<file path="src/rtl/oh_or_accum_pkg.sv">
// Shared elaboration limits for the masked OR-reduce / accumulate block.
package oh_or_accum_pkg;

  localparam int N_MIN  = 2;
  localparam int PS_MAX = 4;

endpackage : oh_or_accum_pkg

</file>
<file path="src/rtl/oh_or_accum_if.sv">
// Channel/control bundle into oh_or_accum and the registered result coming back.
interface oh_or_accum_if #(
  parameter int DW = 8,
  parameter int N  = 4
);

  logic [N*DW-1:0] in;
  logic [N-1:0]    mask;
  logic            valid_in;
  logic            sticky;
  logic            clear;
  logic [DW-1:0]   z;
  logic            valid_out;
  logic            any;

  modport master (
    output in, mask, valid_in, sticky, clear,
    input  z, valid_out, any
  );

  modport slave (
    input  in, mask, valid_in, sticky, clear,
    output z, valid_out, any
  );

endinterface : oh_or_accum_if

</file>
<file path="src/rtl/oh_pipe_stage.sv">
// One {valid, data} pipeline register; data only moves when the incoming valid is set.
module oh_pipe_stage #(
  parameter int DW = 8
) (
  input  logic          clk,
  input  logic          nreset,
  input  logic          i_valid,
  input  logic [DW-1:0] i_data,
  output logic          o_valid,
  output logic [DW-1:0] o_data
);

  logic          r_valid;
  logic [DW-1:0] r_data;

  // NOTE: data registers are reset as well, so a discarded in-flight result can never resurface.
  always_ff @(posedge clk or negedge nreset) begin
    if (!nreset) begin
      r_valid <= 1'b0;
      r_data  <= '0;
    end else begin
      // NOTE: non-blocking assignments keep every register sampling pre-edge values.
      r_valid <= i_valid;
      if (i_valid) begin
        r_data <= i_data;
      end
    end
  end

  assign o_valid = r_valid;
  assign o_data  = r_data;

endmodule : oh_pipe_stage

</file>
<file path="src/rtl/oh_or_accum.sv">
// Masked N-channel OR reduction, PS pipeline stages, then a pass-through/sticky accumulator.
module oh_or_accum
  import oh_or_accum_pkg::*;
#(
  parameter int DW = 8,
  parameter int N  = 4,
  parameter int PS = 1
) (
  input  logic         clk,
  input  logic         nreset,
  oh_or_accum_if.slave bus
);

  if (N < N_MIN || PS < 0 || PS > PS_MAX) begin : g_bad_params
    $fatal(1, "oh_or_accum: N must be >= %0d and PS within 0..%0d", N_MIN, PS_MAX);
  end

  logic [DW-1:0]         w_r;
  logic [PS:0]           w_v;
  logic [PS:0][DW-1:0]   w_d;
  logic                  w_av;
  logic [DW-1:0]         w_ar;
  logic [DW-1:0]         w_z_next;
  logic [DW-1:0]         r_z;
  logic                  r_valid_out;
  logic                  r_any;

  // NOTE: assigning a default before the loop leaves no path that holds a value, so no latch.
  always_comb begin
    w_r = '0;
    for (int k = 0; k < N; k++) begin
      w_r = w_r | (bus.in[k*DW +: DW] & {DW{~bus.mask[k]}});
    end
  end

  assign w_v[0] = bus.valid_in;
  assign w_d[0] = w_r;

  for (genvar s = 0; s < PS; s++) begin : g_stage
    oh_pipe_stage #(.DW(DW)) u_stage (
      .clk     (clk),
      .nreset  (nreset),
      .i_valid (w_v[s]),
      .i_data  (w_d[s]),
      .o_valid (w_v[s+1]),
      .o_data  (w_d[s+1])
    );
  end

  assign w_av = w_v[PS];
  assign w_ar = w_d[PS];

  // Clear wins over sticky, but a result arriving with the clear still lands in z.
  always_comb begin
    w_z_next = r_z;
    if (bus.clear) begin
      w_z_next = w_av ? w_ar : '0;
    end else if (w_av) begin
      w_z_next = bus.sticky ? (r_z | w_ar) : w_ar;
    end
  end

  always_ff @(posedge clk or negedge nreset) begin
    if (!nreset) begin
      r_z         <= '0;
      r_valid_out <= 1'b0;
      r_any       <= 1'b0;
    end else begin
      r_z         <= w_z_next;
      r_valid_out <= w_av;
      r_any       <= |w_z_next;
    end
  end

  assign bus.z         = r_z;
  assign bus.valid_out = r_valid_out;
  assign bus.any       = r_any;

endmodule : oh_or_accum

</file>
<file path="src/flat_wrapper.sv">
// flat-port wrapper written by rule: the top's interface ports become plain ports
module oh_or_accum_flat import oh_or_accum_pkg::*;
#(
  parameter int DW = 8,
  parameter int N  = 4,
  parameter int PS = 1
)
  (clk, nreset, bus_in, bus_mask, bus_valid_in, bus_sticky, bus_clear, bus_z, bus_valid_out, bus_any);
  oh_or_accum_if #(.DW(DW), .N(N)) bus_i ();
  input  logic clk;
  input  logic nreset;
  input wire logic [$bits(bus_i.in)-1:0] bus_in;
  input wire logic [$bits(bus_i.mask)-1:0] bus_mask;
  input wire logic [$bits(bus_i.valid_in)-1:0] bus_valid_in;
  input wire logic [$bits(bus_i.sticky)-1:0] bus_sticky;
  input wire logic [$bits(bus_i.clear)-1:0] bus_clear;
  output wire logic [$bits(bus_i.z)-1:0] bus_z;
  output wire logic [$bits(bus_i.valid_out)-1:0] bus_valid_out;
  output wire logic [$bits(bus_i.any)-1:0] bus_any;
  assign bus_i.in = bus_in;
  assign bus_i.mask = bus_mask;
  assign bus_i.valid_in = bus_valid_in;
  assign bus_i.sticky = bus_sticky;
  assign bus_i.clear = bus_clear;
  assign bus_z = bus_i.z;
  assign bus_valid_out = bus_i.valid_out;
  assign bus_any = bus_i.any;
  oh_or_accum #(.DW(DW), .N(N), .PS(PS)) u_core (.clk(clk), .nreset(nreset), .bus(bus_i));
endmodule
</file>
<file path="config.mk">
export PLATFORM = sky130hd
export DESIGN_NAME = oh_or_accum_flat
export DESIGN_NICKNAME = d
export VERILOG_FILES = /design/src/rtl/oh_or_accum_pkg.sv /design/src/rtl/oh_or_accum_if.sv /design/src/rtl/oh_pipe_stage.sv /design/src/rtl/oh_or_accum.sv /design/src/flat_wrapper.sv
export SDC_FILE = /design/constraint.sdc
export NUM_CORES = 1
export LEC_CHECK = 0
export ABC_AREA = 1
export CAP_MARGIN = 0
export CORE_MARGIN = 2
export CORE_UTILIZATION = 50
export DETAILED_ROUTE_END_ITERATION = 10
export DONT_BUFFER_PORTS = 1
export PLACE_DENSITY = 0.66
export SETUP_SLACK_MARGIN = 0.2
export SLEW_MARGIN = 40
export SYNTH_ARGS = -nofsm -noshare
export SYNTH_HDL_FRONTEND = slang
export SYNTH_SLANG_ARGS = --single-unit
</file>
<file path="constraint.sdc">
create_clock -name clk -period 1.2 [get_ports clk]
set_clock_uncertainty 0.2 [all_clocks]
set_input_delay 0.24 -clock clk [delete_from_list [all_inputs] [get_ports clk]]
set_output_delay 0.24 -clock clk [all_outputs]
set_load 0.02 [all_outputs]
</file>
==> results of run 1 <==
-- routing by layer --
layer  global-route usage (%)  up-vias
met3                    0.909        2
met1                     17.9      378
met4                     8.33        0
li1                         -      460
met5                        0        -
met2                     34.7       49
-- cell families (layout without fill, tap and decap cells) --
logic type / after synthesis / after routing
AO/OA/AOI/OAI: 8 / 8
AND/OR/NAND/NOR: 88 / 88
flip-flops: 19 / 19
buffers and inverters: 26 / 43
-- final cells by class --
cell class | count | share of cell area (%)
sequential | 19 | 38.2
tap | 27 | 2.70
timing repair buffer | 16 | 12.8
clock buffer | 4 | 2.10
multi-input combinational | 96 | 37.1
inverter | 23 | 7.01
-- power breakdown --
part | internal (µW) | switching, µW | total, µW
clock network | 129 | 178 | 307
logic | 179 | 203 | 381
registers | 708 | 50.9 | 759
total | 1020 | 432 | 1450
-- stage by stage --
| step | setup WS (ns) | instance area, µm² | cells | utilization, % | power, µW |
|---|---|---|---|---|---|
| after floorplan | -0.0108 | 1040 | 141 | - | 990 |
| after global placement | -0.166 | 1120 | 174 | 57.1 | 1060 |
| after detailed placement | -0.210 | 1120 | 174 | 57.1 | 1070 |
| after CTS | -0.100 | 1240 | 184 | 63.2 | 1460 |
| after global routing | -0.179 | 1250 | 185 | 63.7 | 1550 |
| final | -0.121 | 1250 | 185 | 63.7 | 1450 |
-- registers in the layout, indices dropped and copies added (netlist names) --
name and count:
u_core.bus.z 8, u_core.g_stage.u_stage.o_data 8, u_core.bus.any 1, u_core.bus.valid_out 1, u_core.g_stage.u_stage.o_valid 1
-- worst paths after layout --
check,endpoint,depth (start not counted),start,slack [ns]
max,u_core.bus.any,6,u_core.g_stage[0].u_stage.o_valid,-0.12
max reg2reg,u_core.bus.any,6,u_core.g_stage[0].u_stage.o_valid,-0.12
max in group asynchronous,u_core.g_stage[0].u_stage.o_valid,1,nreset,0.82
min,u_core.bus.z[4],1,nreset,-0.33
min reg2reg,u_core.g_stage[0].u_stage.o_data[2],2,u_core.g_stage[0].u_stage.o_data[2],0.30
min in group clk,u_core.g_stage[0].u_stage.o_data[5],4,bus_in[13],-0.03
-- worst max-delay path: stages (launching register included) --
cell and delay [ns]:
dfrtp_2 0.44, buf_6 0.14, nand2_1 0.05, a21boi_2 0.17
nand2_1 0.07, nor2_1 0.10, nand2_1 0.05
-- cells in the final DEF (no fill, tap or decap), drive strengths merged --
cell           n
inv           22
dlymetal6s4s   1
buf           15
nor2          10
clkinv         1
clkbuf         4
dfrtp         19
a21boi         7
nand4          8
nand2         70
a21oi          1
-- what timing repair did --
item                                    CTS  global route
buffers inserted                          4             1
gates resized for setup                  16             3
endpoints found under the setup margin   19            28
pin swaps                                 1             2
hold endpoints to repair                 32            23
==> impl_metrics.tcl, run 1 <==
set metrics [dict create \
    synth_flop_cell "dfrtp_1" \
    powerDensity_nw_per_um2 1160 \
    grt_overflow 0 \
    synthMuxAreaShare_pct 0 \
    wirelength_um 2020 \
    hold_class "in2async" \
    cts_hold_buf 2 \
    seq_area_frac_synth_pct 45.8 \
    routedWlPerCell_um 10.9 \
    drc 0 \
    grt_pass1_vias 856 \
    avgSynthCellArea_um2 7.36 \
    dr.max_layer_used "met4" \
    synth_nets 182 \
    path_clk_slew_ns 0.10 \
    clockBufferDepth 2 \
    timing.setup.tns_ns -0.726 \
    leakagePower_uw 0.000696 \
    vdd_ir_drop_max_v 0.000787 \
    crit_required_ns 1.19 \
    vias 889 \
    cap_viol_max_count 0 \
    dr_wl_met2_um 1040 \
    fin_ws_ns -0.121 \
    synth_edf_count 0 \
    ys_ff_latch 19 \
    rsz0062_at_grt "yes" \
    slew_viol_final 0 \
    grt_pass1_wl_um 3310 \
    num_rows 16 \
    failed_checks "hold timing, setup timing" \
    routabilityCongestion 0.806 \
    hold_viol 27 \
    synth_top_cell_by_area "dfrtp_1" \
    synthTopCellsByArea "dfrtp_1 (46%), nand2_1 (25%), a21boi_2 (7.6%)" \
    max-slew-margin-rel_pct 72.7 \
    critPathLaunchType "register" \
    die_area_um2 2450 \
    die_h_um 49.5 \
    grt_start_max_net_pins 20 \
    nNetsFinal 200 \
    holdWs_ns -0.330 \
    multi_input_area_um2 464 \
    outcome "complete, but fails checks" \
    worstSkewPairLatency_ns 0.28 \
    yosysUniqueCellTypes 12 \
    synth_top_family_by_area "simple AND/OR/NAND/NOR gates" \
    start_util_pct 52.9 \
    synthesis.area_um2 1040 \
    async_flop_share_pct 100 \
    synth_simple_gate_area_share_pct 35.3 \
    met1Wirelength_um 831 \
    period_needed_ns 1.32 \
    area_delta_synth_final_pct 20.5 \
    worst_pin_slew_ns 0.409 \
    ys_top_cells_by_count "nand2_1 (69), inv_1 (20), dfrtp_1 (19)" \
    ios 51 \
    synth.most_common_cell "nand2_1" \
    ant_nets 0 \
    n_antenna_cell 0 \
    antenna_found_initial 0 \
    htreeDepth 1 \
    numCtsBuffers 3 \
    cp_max_fo 5 \
    yosysWarnings 0 \
    worstSetupPathType "reg2reg" \
    cts_tree "yes" \
    firstDrtPassIters 4 \
    wl_met3_um 125 \
    coreArea_um2 1960 \
    timing.fmax_mhz 757 \
    drive_above_1_share_pct 24.1 \
    syn-instance-count 141 \
    hpwlAfterDp_um 1560 \
    grt_usage_pct 17.3 \
    yosys.area_share.adder_pct 0 \
    endpoint_kind "register" \
    ff_latch_area_um2 478 \
    fin_crit_sh_pct 110 \
    synth_xor_area_share_pct 0 \
    nFillCells 184 \
    worstPathArrival_ns 1.31 \
    vias_per_cell 4.81 \
    finalSetupViolations 12 \
    die_x_um 49.5 \
    numClockSinks 19 \
    synth_compound_area_share_pct 8.44 \
    drtIter0Drc 4 \
    portBuffers 0 \
    synth_top_cell_area_share_pct 45.8 \
    cts_root_buf "clkbuf_4" \
]
No activity file was read; power rests on OpenSTA's default activity.
==> inputs of run 2 (changes only) <==
- CORE_UTILIZATION: 50 -> 54
- PLACE_DENSITY: 0.66 -> 0.7
==> run 2 against run 1 <==
  * Routed wire length up 6.2%
  * Largest power group unchanged
  * Register-to-register slack worse by 0.08 ns
  * Critical path type unchanged
  * Clock power up 2%
  * The run still ends with hold timing, setup timing left
  * Clock-buffer cell count unchanged
  * Flip-flop and latch count unchanged
  * Critical endpoint unchanged
==> impl_metrics.tcl, run 2 (synthesized netlist as in run 1, its figures left out) <==
set metrics [dict create \
    die_x_um 47.8 \
    post-place-cells 173 \
    grt_start_max_net_pins 20 \
    ant_nets 0 \
    vias_per_cell 4.88 \
    multi_input_area_um2 487 \
    finalPower_uw 1480 \
    grt_usage_pct 19.2 \
    hpwlAfterDp_um 1620 \
    crit_buf_inv 1 \
    grt_pass1_wl_um 3060 \
    firstDrtPassIters 4 \
    die_area_um2 2290 \
    period_needed_ns 1.40 \
    coreArea_um2 1760 \
    powerDensity_nw_per_um2 1160 \
    crit_slowest_cell "dfrtp_2" \
    area_delta_synth_final_pct 23.3 \
    hold_class "in2async" \
    cts_hold_buf 2 \
    fin_cells 183 \
    worstSkewPairLatency_ns 0.28 \
    htreeDepth 1 \
    routedWlPerCell_um 11.7 \
    cts_root_buf "clkbuf_4" \
    die_h_um 47.8 \
    critPathLaunchType "register" \
    ff_latch_area_um2 478 \
    start_util_pct 58.8 \
    holdWs_ns -0.336 \
    drc 0 \
    clockPowerShare_pct 21.1 \
    path_clk_slew_ns 0.10 \
    n_antenna_cell 0 \
    postLayoutCoreUtil_pct 72.5 \
    reg2reg_slack_ns -0.20 \
    cp_top_family "flip-flops" \
    slew_viol_final 0 \
    leakagePower_uw 0.000719 \
    rsz0062_at_grt "yes" \
    vias 893 \
    switching_share_pct 30.4 \
    timing.fmax_mhz 715 \
    layout_common_cells "nand2_1 (67), inv_1 (18), dfrtp_1 (17)" \
    switchingPower_uw 450 \
    finalSetupViolations 13 \
    fin_crit_sh_pct 117 \
    wirelength_um 2140 \
    worst_pin_slew_ns 0.403 \
    antenna_found_initial 0 \
    grt_pass1_vias 790 \
    max-slew-margin-rel_pct 73.1 \
    drive_above_1_share_pct 22.8 \
    portBuffers 0 \
    worstSetupPathType "reg2reg" \
    cts_tree "yes" \
    worstPathArrival_ns 1.39 \
    outcome "complete, but fails checks" \
    ios 51 \
    failed_checks "hold timing, setup timing" \
    rr_endpoint "u_core.bus.any" \
    reg2reg_depth 6 \
    routabilityCongestion 0.833 \
    cp_max_fo 5 \
    drtIter0Drc 17 \
    endpoint_kind "register" \
    worstSetupPathDepth 6 \
    nFillCells 153 \
    pwr-share-seq_pct 51.3 \
    combPwrFrac_pct 27.6 \
    timing.rr.start "u_core.g_stage[0].u_stage.o_valid" \
    numCtsBuffers 3 \
    internal_power_uw 1030 \
    num_rows 15 \
    crit_top_cell "nand2_1" \
    clockBufferDepth 2 \
    cap_viol_max_count 0 \
    worstPathCellList "buf_12 > nand2_1 > a21boi_2 > nand2_1 > nor2_1 > nand2_1" \
    nNetsFinal 200 \
    fin_ws_ns -0.198 \
    hold_viol 27 \
    crit_required_ns 1.19 \
    grt_overflow 0 \
    numClockSinks 19 \
    max_stage_delay_ns 0.45 \
    vdd_ir_drop_max_v 0.000650 \
    final_common_cell "nand2_1" \
]
## run 2: what timing repair did
item / 4_1_cts / 5_1_grt
setup endpoints to repair: 19 / 28
setup buffers: 0 / 4
resized for setup: 12 / 9
pin swaps: 2 / 8
endpoints found under the hold margin: 30 / 25
## run 2: routing by layer
| layer | routed length (µm) | global-route usage [%] | vias up |
|---|---|---|---|
| li1 | - | - | 458 |
| met5 | 0 | 0 | - |
| met2 | 1130 | 35.7 | 50 |
| met3 | 139 | 1.13 | 4 |
| met1 | 838 | 20.8 | 381 |
| met4 | 34 | 11.9 | 0 |
## run 2: area by class of cell
cell class	count	share of cell area [%]
Clock buffer	4	2.05
Inverter	23	6.85
Sequential cell	19	37.4
Timing Repair Buffer	16	13.2
Tap cell	25	2.45
Multi-Input combinational cell	96	38.1
## run 2: worst max-delay path by stage
stage | start | endpoint
floorplan | u_core.g_stage[0].u_stage.o_valid | u_core.bus.any
global placement | u_core.g_stage[0].u_stage.o_valid | u_core.bus.any
detailed placement | u_core.g_stage[0].u_stage.o_valid | u_core.bus.any
CTS | u_core.g_stage[0].u_stage.o_valid | u_core.bus.any
global route | u_core.g_stage[0].u_stage.o_valid | u_core.bus.any
finish | u_core.g_stage[0].u_stage.o_valid | u_core.bus.any
## run 2: through the flow
step                      instance area (µm²)  TNS [ns]  setup WS, ns
after floorplan                          1040   -0.0108       -0.0108
after global placement                   1130    -0.353        -0.164
after detailed placement                 1130    -0.707        -0.234
after CTS                                1210     -2.29        -0.130
after global routing                     1280     -1.30        -0.225
final                                    1280    -0.916        -0.198
## run 2: power groups by stage
stage	Combinational (µW)	Clock [µW]	Sequential (µW)
floorplan	194	0	795
global placement	305	0	763
detailed placement	316	0	767
CTS	365	319	761
global route	450	342	766
finish	407	312	759
## run 2: worst reg2reg max path, stage by stage, from the launching register on
cell and delay, ns:
dfrtp_2 0.45, buf_12 0.15, nand2_1 0.08, a21boi_2 0.18, nand2_1 0.07, nor2_1 0.11, nand2_1 0.07
